--- config.mk ---
export PLATFORM = sky130hd
export DESIGN_NAME = ai_rd_dispatcher_dec
export DESIGN_NICKNAME = d
export VERILOG_FILES = /design/src/rtl/ai_pkg.sv /design/src/rtl/ai_sync_fifo.sv /design/src/rtl/ai_rd_dispatcher_dec.sv
export SDC_FILE = /design/constraint.sdc
export NUM_CORES = 1
export LEC_CHECK = 0
export CAP_MARGIN = 20
export CORE_AREA = 2 2 188 190
export DETAILED_ROUTE_END_ITERATION = 16
export DIE_AREA = 0 0 190 192
export PLACE_DENSITY = 0.42
export SETUP_SLACK_MARGIN = 0.15
export SLEW_MARGIN = 5
export SYNTH_ARGS = -nofsm -noshare
export SYNTH_HDL_FRONTEND = slang
export SYNTH_SLANG_ARGS = --single-unit
--- constraint.sdc ---
create_clock -name ACLK_i -period 4.6 [get_ports ACLK_i]
set_input_delay 0.92 -clock ACLK_i [delete_from_list [all_inputs] [get_ports ACLK_i]]
set_output_delay 0.92 -clock ACLK_i [all_outputs]
set_load 0.005 [all_outputs]
--- src/rtl/ai_pkg.sv ---
// ai_pkg: AXI response codes and the read-tracking entry layout shared by the dispatcher.
package ai_pkg;
    localparam logic [1:0] OKAY   = 2'b00;
    localparam logic [1:0] EXOKAY = 2'b01;
    localparam logic [1:0] SLVERR = 2'b10;
    localparam logic [1:0] DECERR = 2'b11;
    // Tracking entry packs {decerr, sel, id, len} from MSB to LSB.
    function automatic int trk_entry_w(input int sel_w, input int id_w, input int len_w);
        return 1 + sel_w + id_w + len_w;
    endfunction
endpackage

--- src/rtl/ai_sync_fifo.sv ---
// ai_sync_fifo: synchronous FIFO with the head read straight from storage and an occupancy count.
module ai_sync_fifo #(
    parameter int WIDTH = 8,
    parameter int DEPTH = 8
) (
    input  logic                     clk,
    input  logic                     rst,
    input  logic                     push,
    input  logic [WIDTH-1:0]         din,
    input  logic                     pop,
    output logic [WIDTH-1:0]         head,
    output logic [$clog2(DEPTH):0]   count,
    output logic                     full,
    output logic                     empty
);
    localparam int AW = $clog2(DEPTH);
    localparam int CW = AW + 1;
    logic [WIDTH-1:0] mem [DEPTH];
    logic [AW-1:0] wr_ptr, rd_ptr;
    logic do_push, do_pop;
    assign full = count == CW'(DEPTH);
    assign empty = count == '0;
    assign do_push = push && !full;
    assign do_pop = pop && !empty;
    assign head = mem[rd_ptr];
    always_ff @(posedge clk) begin
        if (rst) begin
            wr_ptr <= '0;
            rd_ptr <= '0;
            count <= '0;
        end else begin
            if (do_push) wr_ptr <= wr_ptr + 1'b1;
            if (do_pop) rd_ptr <= rd_ptr + 1'b1;
            count <= count + CW'(do_push) - CW'(do_pop);
        end
    end
    always_ff @(posedge clk) if (do_push) mem[wr_ptr] <= din;
endmodule

--- src/rtl/ai_rd_dispatcher_dec.sv ---
// ai_rd_dispatcher_dec: decodes master AR to slave ports and returns R beats in AR order,
// answering unmapped addresses locally with DECERR bursts.
module ai_rd_dispatcher_dec
    import ai_pkg::*;
#(
    parameter int SLV_AMT = 4,
    parameter int OUTSTANDING_AMT = 8,
    parameter int DATA_WIDTH = 32,
    parameter int ADDR_WIDTH = 32,
    parameter int TRANS_MST_ID_W = 5,
    parameter int TRANS_BURST_W = 2,
    parameter int TRANS_DATA_LEN_W = 8,
    parameter int TRANS_DATA_SIZE_W = 3,
    parameter int TRANS_RESP_W = 2,
    parameter logic [ADDR_WIDTH*SLV_AMT-1:0] SLV_BASE = {ADDR_WIDTH*SLV_AMT{1'b0}},
    parameter logic [ADDR_WIDTH*SLV_AMT-1:0] SLV_MASK = {ADDR_WIDTH*SLV_AMT{1'b0}}
) (
    input  logic                                   ACLK_i,
    input  logic                                   ARESET_i,
    input  logic [TRANS_MST_ID_W-1:0]              m_ARID_i,
    input  logic [ADDR_WIDTH-1:0]                  m_ARADDR_i,
    input  logic [TRANS_BURST_W-1:0]               m_ARBURST_i,
    input  logic [TRANS_DATA_LEN_W-1:0]            m_ARLEN_i,
    input  logic [TRANS_DATA_SIZE_W-1:0]           m_ARSIZE_i,
    input  logic                                   m_ARVALID_i,
    output logic                                   m_ARREADY_o,
    output logic [TRANS_MST_ID_W-1:0]              m_RID_o,
    output logic [DATA_WIDTH-1:0]                  m_RDATA_o,
    output logic [TRANS_RESP_W-1:0]                m_RRESP_o,
    output logic                                   m_RLAST_o,
    output logic                                   m_RVALID_o,
    input  logic                                   m_RREADY_i,
    output logic [TRANS_MST_ID_W*SLV_AMT-1:0]      sa_ARID_o,
    output logic [ADDR_WIDTH*SLV_AMT-1:0]          sa_ARADDR_o,
    output logic [TRANS_BURST_W*SLV_AMT-1:0]       sa_ARBURST_o,
    output logic [TRANS_DATA_LEN_W*SLV_AMT-1:0]    sa_ARLEN_o,
    output logic [TRANS_DATA_SIZE_W*SLV_AMT-1:0]   sa_ARSIZE_o,
    output logic [SLV_AMT-1:0]                     sa_ARVALID_o,
    input  logic [SLV_AMT-1:0]                     sa_ARREADY_i,
    input  logic [TRANS_MST_ID_W*SLV_AMT-1:0]      sa_RID_i,
    input  logic [DATA_WIDTH*SLV_AMT-1:0]          sa_RDATA_i,
    input  logic [TRANS_RESP_W*SLV_AMT-1:0]        sa_RRESP_i,
    input  logic [SLV_AMT-1:0]                     sa_RLAST_i,
    input  logic [SLV_AMT-1:0]                     sa_RVALID_i,
    output logic [SLV_AMT-1:0]                     sa_RREADY_o,
    output logic [SLV_AMT-1:0]                     sa_AR_outst_full_o,
    output logic [$clog2(OUTSTANDING_AMT):0]       outst_cnt_o
);
    localparam int SEL_W = (SLV_AMT > 1) ? $clog2(SLV_AMT) : 1;
    localparam int ENT_W = trk_entry_w(SEL_W, TRANS_MST_ID_W, TRANS_DATA_LEN_W);
    logic hit, full, empty, ar_hs, r_hs, pop, act, h_dec;
    logic [SEL_W-1:0] sel, h_sel;
    logic [TRANS_MST_ID_W-1:0] h_id;
    logic [TRANS_DATA_LEN_W-1:0] h_len, beat_cnt;
    logic [ENT_W-1:0] head;
    // Scanning downward lets the lowest matching index win.
    always_comb begin
        hit = 1'b0;
        sel = '0;
        for (int i = SLV_AMT - 1; i >= 0; i--)
            if ((m_ARADDR_i & SLV_MASK[i*ADDR_WIDTH +: ADDR_WIDTH]) == SLV_BASE[i*ADDR_WIDTH +: ADDR_WIDTH]) begin
                hit = 1'b1;
                sel = SEL_W'(i);
            end
    end
    assign m_ARREADY_o = !ARESET_i && !full && (hit ? sa_ARREADY_i[sel] : 1'b1);
    assign ar_hs = m_ARVALID_i && m_ARREADY_o;
    always_comb begin
        sa_ARVALID_o = '0;
        sa_ARVALID_o[sel] = m_ARVALID_i && hit && !full && !ARESET_i;
    end
    assign sa_ARID_o = {SLV_AMT{m_ARID_i}};
    assign sa_ARADDR_o = {SLV_AMT{m_ARADDR_i}};
    assign sa_ARBURST_o = {SLV_AMT{m_ARBURST_i}};
    assign sa_ARLEN_o = {SLV_AMT{m_ARLEN_i}};
    assign sa_ARSIZE_o = {SLV_AMT{m_ARSIZE_i}};
    assign sa_AR_outst_full_o = {SLV_AMT{full}};
    ai_sync_fifo #(.WIDTH(ENT_W), .DEPTH(OUTSTANDING_AMT)) u_trk (
        .clk(ACLK_i),
        .rst(ARESET_i),
        .push(ar_hs),
        .din({!hit, sel, m_ARID_i, m_ARLEN_i}),
        .pop(pop),
        .head(head),
        .count(outst_cnt_o),
        .full(full),
        .empty(empty)
    );
    assign {h_dec, h_sel, h_id, h_len} = head;
    // Reset also silences the R side so no beat escapes in the reset cycle.
    assign act = !empty && !ARESET_i;
    assign m_RVALID_o = act && (h_dec || sa_RVALID_i[h_sel]);
    assign m_RID_o = !act ? '0 : h_dec ? h_id : sa_RID_i[h_sel*TRANS_MST_ID_W +: TRANS_MST_ID_W];
    assign m_RDATA_o = (!act || h_dec) ? '0 : sa_RDATA_i[h_sel*DATA_WIDTH +: DATA_WIDTH];
    assign m_RRESP_o = !act ? '0 : h_dec ? TRANS_RESP_W'(DECERR) : sa_RRESP_i[h_sel*TRANS_RESP_W +: TRANS_RESP_W];
    assign m_RLAST_o = act && (h_dec ? beat_cnt == h_len : sa_RLAST_i[h_sel]);
    always_comb begin
        sa_RREADY_o = '0;
        sa_RREADY_o[h_sel] = act && !h_dec && m_RREADY_i;
    end
    assign r_hs = m_RVALID_o && m_RREADY_i;
    assign pop = r_hs && m_RLAST_o;
    always_ff @(posedge ACLK_i) begin
        if (ARESET_i) beat_cnt <= '0;
        else if (r_hs && h_dec) beat_cnt <= m_RLAST_o ? '0 : beat_cnt + 1'b1;
    end
endmodule

==> metrics.cfg <==
[outcome]
status=finished clean

[setup_path]
critPathKind=input port to output port
critPathLaunch=ARESET_i
cp.arrival_ps=2860
worstRegToRegCells=11
rrSetupSlack_ps=1810
critPathCaptureType=output port
worstPathMaxFanout=23
worstPathRequired_ps=3680
regToRegStartpoint=u_trk.count[2]
startpoint_type=input port
rr_endpoint=u_trk.count[2]
crit_path_end=m_RDATA_o[10]

[clock_tree]
cts-root-buf=clkbuf_16
cts_buffer_depth=2
post_cts_buffers=0
clk_latency_ps=220
holdBufCountCts=0
cts.clk_slew.worst_paths_ps=30
clock-sinks=4
cts_inserted_buffers=3
cts_tree=yes
cts_max_level=1
post_cts_resize_count=0

[final_layout]
final_nets=417
top_register=u_trk.count
fillCellCount=4023
synthToLayoutAreaGrowth_pct=2.70
final_util=0.0666
insertedDiodeCount=0
fin_cells=641
reg.largest.list=u_trk.count (4)
drive_above_1_share=0.220
largest_reg_flops=4

[route]
detail-route-antenna-nets=0
drt-vias-per-instance=1.60
drt_iter0_drc=3
route.detailed.drc=0
dr_total_vias=1024
drt_first_pass_iters=2
wl_um=4570
wl_per_cell_um=7.13

[sta]
finalCriticalPeriod_ps=3780
rsz0062_at_grt=false
fmax_mhz=264
fin_setup_tns_ps=0
timing.final.crit_share=0.823
finalSetupViolCount=0
hold_viol=0
relSlewSlack=0.568
whs_ps=741
finClkSkew_ps=1.17
worst_slew_pin_slew_ps=648
final_max_slew_viol_count=0

[global_route]
grt_pass1_wl_um=6240
grt_usage=0.0224
grt_pass1_vias=1023
grt_max_degree=24
grt_overflow=0
antenna_found_initial=1

[floorplanning]
ios=480
rows=68
die_y_um=192
dieArea_um2=36500
core-area_um2=34300
start_util=0.0648
die_x_um=190

[power_and_ir_drop]
leakage_nw=0.716
power.density_nw_per_um2=221
peakVddDrop_v=0.000267

[synthesis]
synth_top_family_by_area=buffers and inverters
synthSimpleGateAreaFrac=0.167
synth_area_per_cell_um2=7.61
synth.area.mux_share=0
syn_area_um2=2220
synth_fa_ha_area_frac=0.0428
yosys-top-cells-area=buf_4, and2_2, dfxtp_1
yosysSeqAreaShare=0.0360
synthCells=292
yosys_warnings=0
yosys.cell_types.count=20
synth_compound_area_frac=0.0180
synth_top_area_share=0.709
synth_largest_area_cell=buf_4
synth-seq-cells=4
synth_xor_xnor_area_share=0.00394

[placed_design]
placed_cells=638
place_hpwl_um=3880
place_congestion=0.644
numPortBuffers=97

[worst_hold_path]
holdPathStages=2
hold_path.class=flop to flop

[run]
max_cap_viol_count=0

==> cells in the final DEF, fill, tap and decap left out, types with 2 or more instances in the layout <==
cell and instances:
and2_2 32, nor2_1 4, a21oi_1 2, and2_1 12, ha_1 6, dfxtp_1 4, buf_4 3, clkbuf_16 3
inv_1 7, conb_1 6, clkdlybuf4s50_1 97
==> report_power, final <==
part / switching [mW] / total, mW / internal, mW / leakage, nW
sequential: 0.00530 / 0.0467 / 0.0414 / 0.0326
combinational: 0.110 / 0.323 / 0.214 / 0.646
clock: 0.0233 / 0.134 / 0.111 / 0.0370
total: 0.138 / 0.504 / 0.366 / 0.716
==> how the worst min path moves through the flow <==
stage | slack, ps | startpoint | end
5_1_grt | 840 | u_trk.count[1] | u_trk.count[1]
4_1_cts | 750 | u_trk.count[1] | u_trk.count[1]
3_5_place_dp | 750 | u_trk.count[1] | u_trk.count[1]
2_1_floorplan | 670 | u_trk.count[1] | u_trk.count[1]
3_3_place_gp | 740 | u_trk.count[1] | u_trk.count[1]
6_report | 740 | u_trk.count[1] | u_trk.count[1]
==> cell families (layout without fill, tap and decap cells) <==
group,Yosys count,in the layout
buffers and inverters,221,110
AND/OR/NAND/NOR,54,54
adder cells (fa/ha/maj),7,7
AO/OA/AOI/OAI,4,4
flip-flops,4,4
other,1,6
XOR/XNOR,1,1
==> critical path: stages <==
cell and delay [ps]:
clkdlybuf4s50_1 470, a31oi_4 560, buf_4 270, and2_2 150
clkdlybuf4s50_1 500
==> routing by layer <==
layer	vias up	global-route usage	part of all wire
met2	119	0.0320	0.41
met5	-	0	0.0022
met1	404	0.0208	0.32
li1	453	-	-
met3	46	0.0170	0.20
met4	2	0.0203	0.071
==> cells in the mapped netlist <==
cell type and number:
xor2_1 1, dfxtp_1 4, and3_1 1, nor2_1 4
and2_1 12, a21oi_1 2, fa_1 1, nor2b_1 1
nand2b_1 1, nor3b_1 1, nand3_1 1, buf_4 210
a31o_2 1, and4_2 1, a31oi_4 1, inv_1 7
conb_1 1, clkbuf_2 4, ha_1 6, and2_2 32
==> layout make-up <==
type                       count  area, um^2  area share
sequential                     4        80.1      0.0351
inverter                       7        26.3      0.0115
tap                          455         569       0.249
clock buffer                   3        75.1      0.0329
timing repair buffer         100         993       0.435
multi-input combinational     72         538       0.236
==> metrics by stage <==
step | cell area [um^2] | power, mW | setup slack (ps)
floorplan | 2240 | 0.326 | 2150
global placement | 2210 | 0.381 | 720
detailed placement | 2210 | 0.381 | 694
CTS | 2280 | 0.519 | 693
global route | 2280 | 0.546 | 603
finish | 2280 | 0.504 | 816
(Power assumes the default switching activity.)
